<file path="config.mk">
export PLATFORM = sky130hd
export DESIGN_NAME = updown_counter_mod_flat
export DESIGN_NICKNAME = d
export VERILOG_FILES = /design/src/rtl/updown_counter_mod_pkg.sv /design/src/rtl/updown_counter_mod_if.sv /design/src/rtl/updown_counter_mod_next.sv /design/src/rtl/updown_counter_mod.sv /design/src/flat_wrapper.sv
export SDC_FILE = /design/constraint.sdc
export NUM_CORES = 1
export LEC_CHECK = 0
export BUFFER_PORTS_ARGS = -buffer_cell sky130_fd_sc_hd__buf_2
export CORE_ASPECT_RATIO = 0.9
export CORE_MARGIN = 5
export CORE_UTILIZATION = 58
export DETAILED_ROUTE_END_ITERATION = 12
export PLACE_DENSITY = 0.88
export SYNTH_ARGS = -nofsm -noshare
export SYNTH_HDL_FRONTEND = slang
export SYNTH_SLANG_ARGS = --single-unit
</file>
<file path="constraint.sdc">
create_clock -name clk -period 4.6 [get_ports clk]
set_input_delay 0 -clock clk [delete_from_list [all_inputs] [get_ports clk]]
set_output_delay 0 -clock clk [all_outputs]
set_load 0.005 [all_outputs]
</file>
<file path="src/rtl/updown_counter_mod_pkg.sv">
// Shared constants for the parametrised up/down counter.
package counter_pkg;

  localparam int DEFAULT_WIDTH = 4;

  localparam logic MODE_WRAP = 1'b0;
  localparam logic MODE_SAT  = 1'b1;

  localparam logic DIR_UP   = 1'b1;
  localparam logic DIR_DOWN = 1'b0;

endpackage

</file>
<file path="src/rtl/updown_counter_mod_if.sv">
// Control and status bundle for updown_counter_mod; no handshake, every signal is
// sampled or updated on each rising clk edge.
interface updown_counter_mod_if import counter_pkg::*; #(
  parameter int WIDTH = DEFAULT_WIDTH
);

  logic             en;
  logic             up;
  logic             sat_mode;
  logic             clear;
  logic             load;
  logic [WIDTH-1:0] load_val;
  logic [WIDTH-1:0] max_val;
  logic             clr_ovf;
  logic [WIDTH-1:0] count;
  logic             tc;
  logic             ovf_sticky;

  modport master (
    output en, up, sat_mode, clear, load, load_val, max_val, clr_ovf,
    input  count, tc, ovf_sticky
  );

  modport slave (
    input  en, up, sat_mode, clear, load, load_val, max_val, clr_ovf,
    output count, tc, ovf_sticky
  );

endinterface

</file>
<file path="src/rtl/updown_counter_mod_next.sv">
// Combinational next-value logic for one enabled step of the counter.
module counter_next import counter_pkg::*; #(
  parameter int WIDTH = DEFAULT_WIDTH
) (
  input  logic [WIDTH-1:0] count,
  input  logic [WIDTH-1:0] max_val,
  input  logic             up,
  input  logic             sat_mode,
  output logic [WIDTH-1:0] next_count,
  output logic             boundary_hit
);

  always_comb begin
    next_count   = count;
    boundary_hit = 1'b0;
    if (up == DIR_UP) begin
      // count above max_val counts as being at the top boundary
      if (count >= max_val) begin
        boundary_hit = 1'b1;
        next_count   = (sat_mode == MODE_SAT) ? max_val : '0;
      end else begin
        next_count = count + 1'b1;
      end
    end else begin
      // a lowered limit pulls count back into range without a boundary event
      if (count > max_val) begin
        next_count = max_val;
      end else if (count == '0) begin
        boundary_hit = 1'b1;
        next_count   = (sat_mode == MODE_SAT) ? '0 : max_val;
      end else begin
        next_count = count - 1'b1;
      end
    end
  end

endmodule

</file>
<file path="src/rtl/updown_counter_mod.sv">
// Up/down counter with runtime modulo limit, wrap/saturate mode, clear/load,
// registered terminal-count pulse and sticky overflow flag.
module updown_counter_mod import counter_pkg::*; #(
  parameter int               WIDTH     = DEFAULT_WIDTH,
  parameter logic [WIDTH-1:0] RESET_VAL = '0
) (
  input logic                clk,
  input logic                rst_n,
  updown_counter_mod_if.slave bus
);

  logic [WIDTH-1:0] count_q;
  logic             tc_q;
  logic             ovf_q;
  logic [WIDTH-1:0] step_count;
  logic             step_boundary;
  logic [WIDTH-1:0] load_clamped;
  logic             boundary_event;

  counter_next #(.WIDTH(WIDTH)) u_next (
    .count        (count_q),
    .max_val      (bus.max_val),
    .up           (bus.up),
    .sat_mode     (bus.sat_mode),
    .next_count   (step_count),
    .boundary_hit (step_boundary)
  );

  assign load_clamped   = (bus.load_val > bus.max_val) ? bus.max_val : bus.load_val;
  assign boundary_event = !bus.clear && !bus.load && bus.en && step_boundary;

  always_ff @(posedge clk or negedge rst_n) begin
    if (!rst_n) begin
      count_q <= RESET_VAL;
      tc_q    <= 1'b0;
    end else if (bus.clear) begin
      count_q <= '0;
      tc_q    <= 1'b0;
    end else if (bus.load) begin
      count_q <= load_clamped;
      tc_q    <= 1'b0;
    end else if (bus.en) begin
      count_q <= step_count;
      tc_q    <= step_boundary;
    end else begin
      tc_q    <= 1'b0;
    end
  end

  // a boundary event in the same cycle as clr_ovf keeps the flag set
  always_ff @(posedge clk or negedge rst_n) begin
    if (!rst_n) begin
      ovf_q <= 1'b0;
    end else if (boundary_event) begin
      ovf_q <= 1'b1;
    end else if (bus.clr_ovf) begin
      ovf_q <= 1'b0;
    end
  end

  assign bus.count      = count_q;
  assign bus.tc         = tc_q;
  assign bus.ovf_sticky = ovf_q;

endmodule

</file>
<file path="src/flat_wrapper.sv">
// flat-port wrapper written by rule: the top's interface ports become plain ports
module updown_counter_mod_flat import counter_pkg::*;
#(
  parameter int               WIDTH     = DEFAULT_WIDTH,
  parameter logic [WIDTH-1:0] RESET_VAL = '0
)
  (clk, rst_n, bus_en, bus_up, bus_sat_mode, bus_clear, bus_load, bus_load_val, bus_max_val, bus_clr_ovf, bus_count, bus_tc, bus_ovf_sticky);
  updown_counter_mod_if #(.WIDTH(WIDTH)) bus_i ();
  input logic clk;
  input logic rst_n;
  input wire logic [$bits(bus_i.en)-1:0] bus_en;
  input wire logic [$bits(bus_i.up)-1:0] bus_up;
  input wire logic [$bits(bus_i.sat_mode)-1:0] bus_sat_mode;
  input wire logic [$bits(bus_i.clear)-1:0] bus_clear;
  input wire logic [$bits(bus_i.load)-1:0] bus_load;
  input wire logic [$bits(bus_i.load_val)-1:0] bus_load_val;
  input wire logic [$bits(bus_i.max_val)-1:0] bus_max_val;
  input wire logic [$bits(bus_i.clr_ovf)-1:0] bus_clr_ovf;
  output wire logic [$bits(bus_i.count)-1:0] bus_count;
  output wire logic [$bits(bus_i.tc)-1:0] bus_tc;
  output wire logic [$bits(bus_i.ovf_sticky)-1:0] bus_ovf_sticky;
  assign bus_i.en = bus_en;
  assign bus_i.up = bus_up;
  assign bus_i.sat_mode = bus_sat_mode;
  assign bus_i.clear = bus_clear;
  assign bus_i.load = bus_load;
  assign bus_i.load_val = bus_load_val;
  assign bus_i.max_val = bus_max_val;
  assign bus_i.clr_ovf = bus_clr_ovf;
  assign bus_count = bus_i.count;
  assign bus_tc = bus_i.tc;
  assign bus_ovf_sticky = bus_i.ovf_sticky;
  updown_counter_mod #(.WIDTH(WIDTH), .RESET_VAL(RESET_VAL)) u_core (.clk(clk), .rst_n(rst_n), .bus(bus_i));
endmodule
</file>
==> results.json <==
{
  "layout_min_cycle_time_ns": 2.16,
  "cts.sinks": 6,
  "crit_start": "u_core.bus.count[1]$_DFFE_PN0P_",
  "cts_tree": "yes",
  "setup_viol_count_final": 0,
  "slew_violations": 0,
  "cts-resized-gates": 0,
  "synth_edf_count": 0,
  "place_congestion": 0.982,
  "numPortBuffers": 21,
  "root_buffer": "clkbuf_4",
  "finalWorstSetupSlack_ns": 2.44,
  "synth_fp_nets": 146,
  "vias": 1095,
  "grt_pass1_wl_um": 4580,
  "p_switching_mw": 0.131,
  "final_common_cell": "buf_2",
  "r2r_slack_ns": 2.44,
  "timing.slew.headroom": 0.637,
  "r2r-start": "u_core.bus.count[1]$_DFFE_PN0P_",
  "grt_use_total": 0.226,
  "wl_per_cell_um": 16.7,
  "clock_path_buffers": 2,
  "ff2ff_path_depth": 6,
  "wirelength_um": 2790,
  "n_antenna_cell": 0,
  "critPathRequiredTime_ns": 4.70,
  "die_y_um": 49.3,
  "r2r_end": "u_core.bus.count[2]$_DFFE_PN0P_",
  "antenna_found_initial": 0,
  "busiest_layer": "met2",
  "synth_top_area_cell": "dfrtp_1",
  "rows": 14,
  "critical-path-slowest-cell": "dfrtp_1",
  "worst_ep_arrival_time_ns": 2.26,
  "htreeDepth": 1,
  "hold_violations": 0,
  "drt_iter0_markers": 75,
  "power_frac_seq": 0.258,
  "startpoint_type": "flip-flop",
  "drc": 0,
  "grt_max_degree": 12,
  "ant_nets": 0,
  "grtUsageMet1": 0.307,
  "use_met3": 0.0428,
  "finish.utilization": 0.701,
  "finalSetupTns_ns": 0,
  "yosys_warnings": 0,
  "use_met2": 0.369,
  "synth_area_leaders": "dfrtp_1, ha_1, inv_1",
  "die-area_mm2": 0.00264,
  "firstDrtPassIters": 5,
  "rsz0062_at_grt": "no",
  "cpPeakStageDelay_ns": 0.47,
  "status": "finished clean",
  "critical_path_class": "flip-flop to flip-flop",
  "synth.avg_cell_area_um2": 8.28,
  "clk_pin_slew_ns": 0.05,
  "die_w_um": 53.6,
  "synth_cells": 120,
  "comb_power_share": 0.575,
  "cp_cell_sequence": "ha_1 > nor2b_4 > o211ai_2 > nand3_1 > a221oi_2 > a311oi_2",
  "hold_ws_ns": 0.110,
  "final_cell_mix": "buf_2, inv_1, ha_1, a21oi_1, nand3_1",
  "intPower_mw": 0.162,
  "cp-endpoint": "u_core.bus.count[2]$_DFFE_PN0P_",
  "power.density_mw_per_mm2": 254,
  "drive_above_1_share": 0.273,
  "hpwl_um": 2190,
  "ys_seq_elements": 6,
  "pre_cts_ws_ns": 2.50,
  "min_path_type": "primary input to flip-flop",
  "fin_crit_sh": 0.469,
  "fillerInstances": 147,
  "netlist_area_um2": 993,
  "io_pins": 22,
  "cap_violations": 0,
  "synth_top_flop_cell": "dfrtp_1",
  "area_delta_synth_final_pct": 16.1,
  "synth_top_area_frac": 0.151,
  "async_reset_ff_frac": 1.00,
  "critPathMaxFanout": 10,
  "core_mm2": 0.00165,
  "grt_pass1_vias": 1005,
  "swShare": 0.446,
  "yosysSeqAreaShare": 0.151,
  "total_leakage_power_nw": 0.549,
  "grt-ovfl-total": 0,
  "clock_latency_ns": 0.24,
  "numCtsBuffers": 3,
  "max_freq_mhz": 464,
  "ir_drop_v": 0.000263,
  "p_clk_frac": 0.166,
  "via_per_inst": 6.56,
  "synth_cell_type_count": 49,
  "finClkSkew_ns": 0.0000914,
  "crit_path_end_kind": "flip-flop",
  "start_util": 0.603,
  "tightest_slew_ns": 0.543,
  "nets": 171
}
-- critical path, delay by kind of cell (launching register included) --
kind	cells	cell delay [ns]
AND/OR/NAND/NOR	2	0.32
flip-flops	1	0.47
adder cells (fa/ha/maj)	1	0.38
AO/OA/AOI/OAI	3	0.84
-- kinds of logic after synthesis --
| kind of cell | synth area share |
|---|---|
| compound gates | 0.374 |
| flops | 0.151 |
| xor+xnor | 0.0176 |
| buf+inv | 0.0705 |
| fa+ha+maj | 0.126 |
| mux | 0.0101 |
| simple gates | 0.251 |
-- layout make-up --
| class | instances | area [um^2] | share of cell area |
|---|---|---|---|
| tap | 24 | 30.0 | 0.0260 |
| clock buffer | 3 | 22.5 | 0.0195 |
| inverter | 14 | 52.6 | 0.0456 |
| sequential | 6 | 150 | 0.130 |
| multi-input combinational | 97 | 773 | 0.670 |
| timing repair buffer | 23 | 125 | 0.108 |
-- power by group through the flow --
stage / logic, mW / clock network, mW / registers, mW
final: 0.169 / 0.0487 / 0.0756
after global routing: 0.184 / 0.0557 / 0.0766
after CTS: 0.166 / 0.0498 / 0.0747
after detailed placement: 0.164 / 0 / 0.0755
after global placement: 0.158 / 0 / 0.0749
after floorplan: 0.128 / 0 / 0.0669
-- through the flow --
step / cell area [um^2] / cells / total power, mW
after floorplan: 993 / 120 / 0.195
after global placement: 1110 / 162 / 0.233
after detailed placement: 1110 / 162 / 0.239
after CTS: 1150 / 167 / 0.290
after global routing: 1150 / 167 / 0.316
final: 1150 / 167 / 0.293
-- Yosys cell counts, types with 2 or more instances --
library cell  instances
nor3_1                6
nor3b_1               2
nand3_1               7
o21ai_1               2
nand2_1               5
inv_1                13
a21oi_2               2
nand4_1               2
and3_1                3
ha_1                 10
o31ai_1               3
o21ai_0               5
nand3b_1              2
nor2_1                6
o211ai_1              2
a211oi_1              3
a211o_1               2
dfrtp_1               6
buf_2                 2
a21oi_1               8
-- sequential cells by signal (all words and copies together) (netlist names) --
register	count
u_core.bus.count	4
u_core.bus.ovf_sticky	1
u_core.bus.tc	1
-- what timing repair did --
action	CTS	global route
hold endpoints to repair	7	0
buffers inserted	0	0
hold buffers	2	0
-- worst min path at each step --
stage                    from                                end  slack (ns)  cells after the start
finish              bus_clear    u_core.bus.count[2]$_DFFE_PN0P_        0.11                      3
global placement        rst_n  u_core.bus.ovf_sticky$_DFFE_PN0P_       -0.17                      1
CTS                     rst_n    u_core.bus.count[0]$_DFFE_PN0P_        0.11                      2
floorplan               rst_n    u_core.bus.count[0]$_DFFE_PN0P_       -0.30                      0
detailed placement      rst_n    u_core.bus.count[0]$_DFFE_PN0P_       -0.17                      1
global route        bus_clear    u_core.bus.count[2]$_DFFE_PN0P_        0.11                      3
-- per-layer routing --
metal | share of wire | routed length [um]
met1 | 0.42 | 1180
met2 | 0.46 | 1290
met3 | 0.10 | 280
met4 | 0.013 | 35
met5 | 0 | 0
Note: power is estimated with default switching activity, not from simulation.
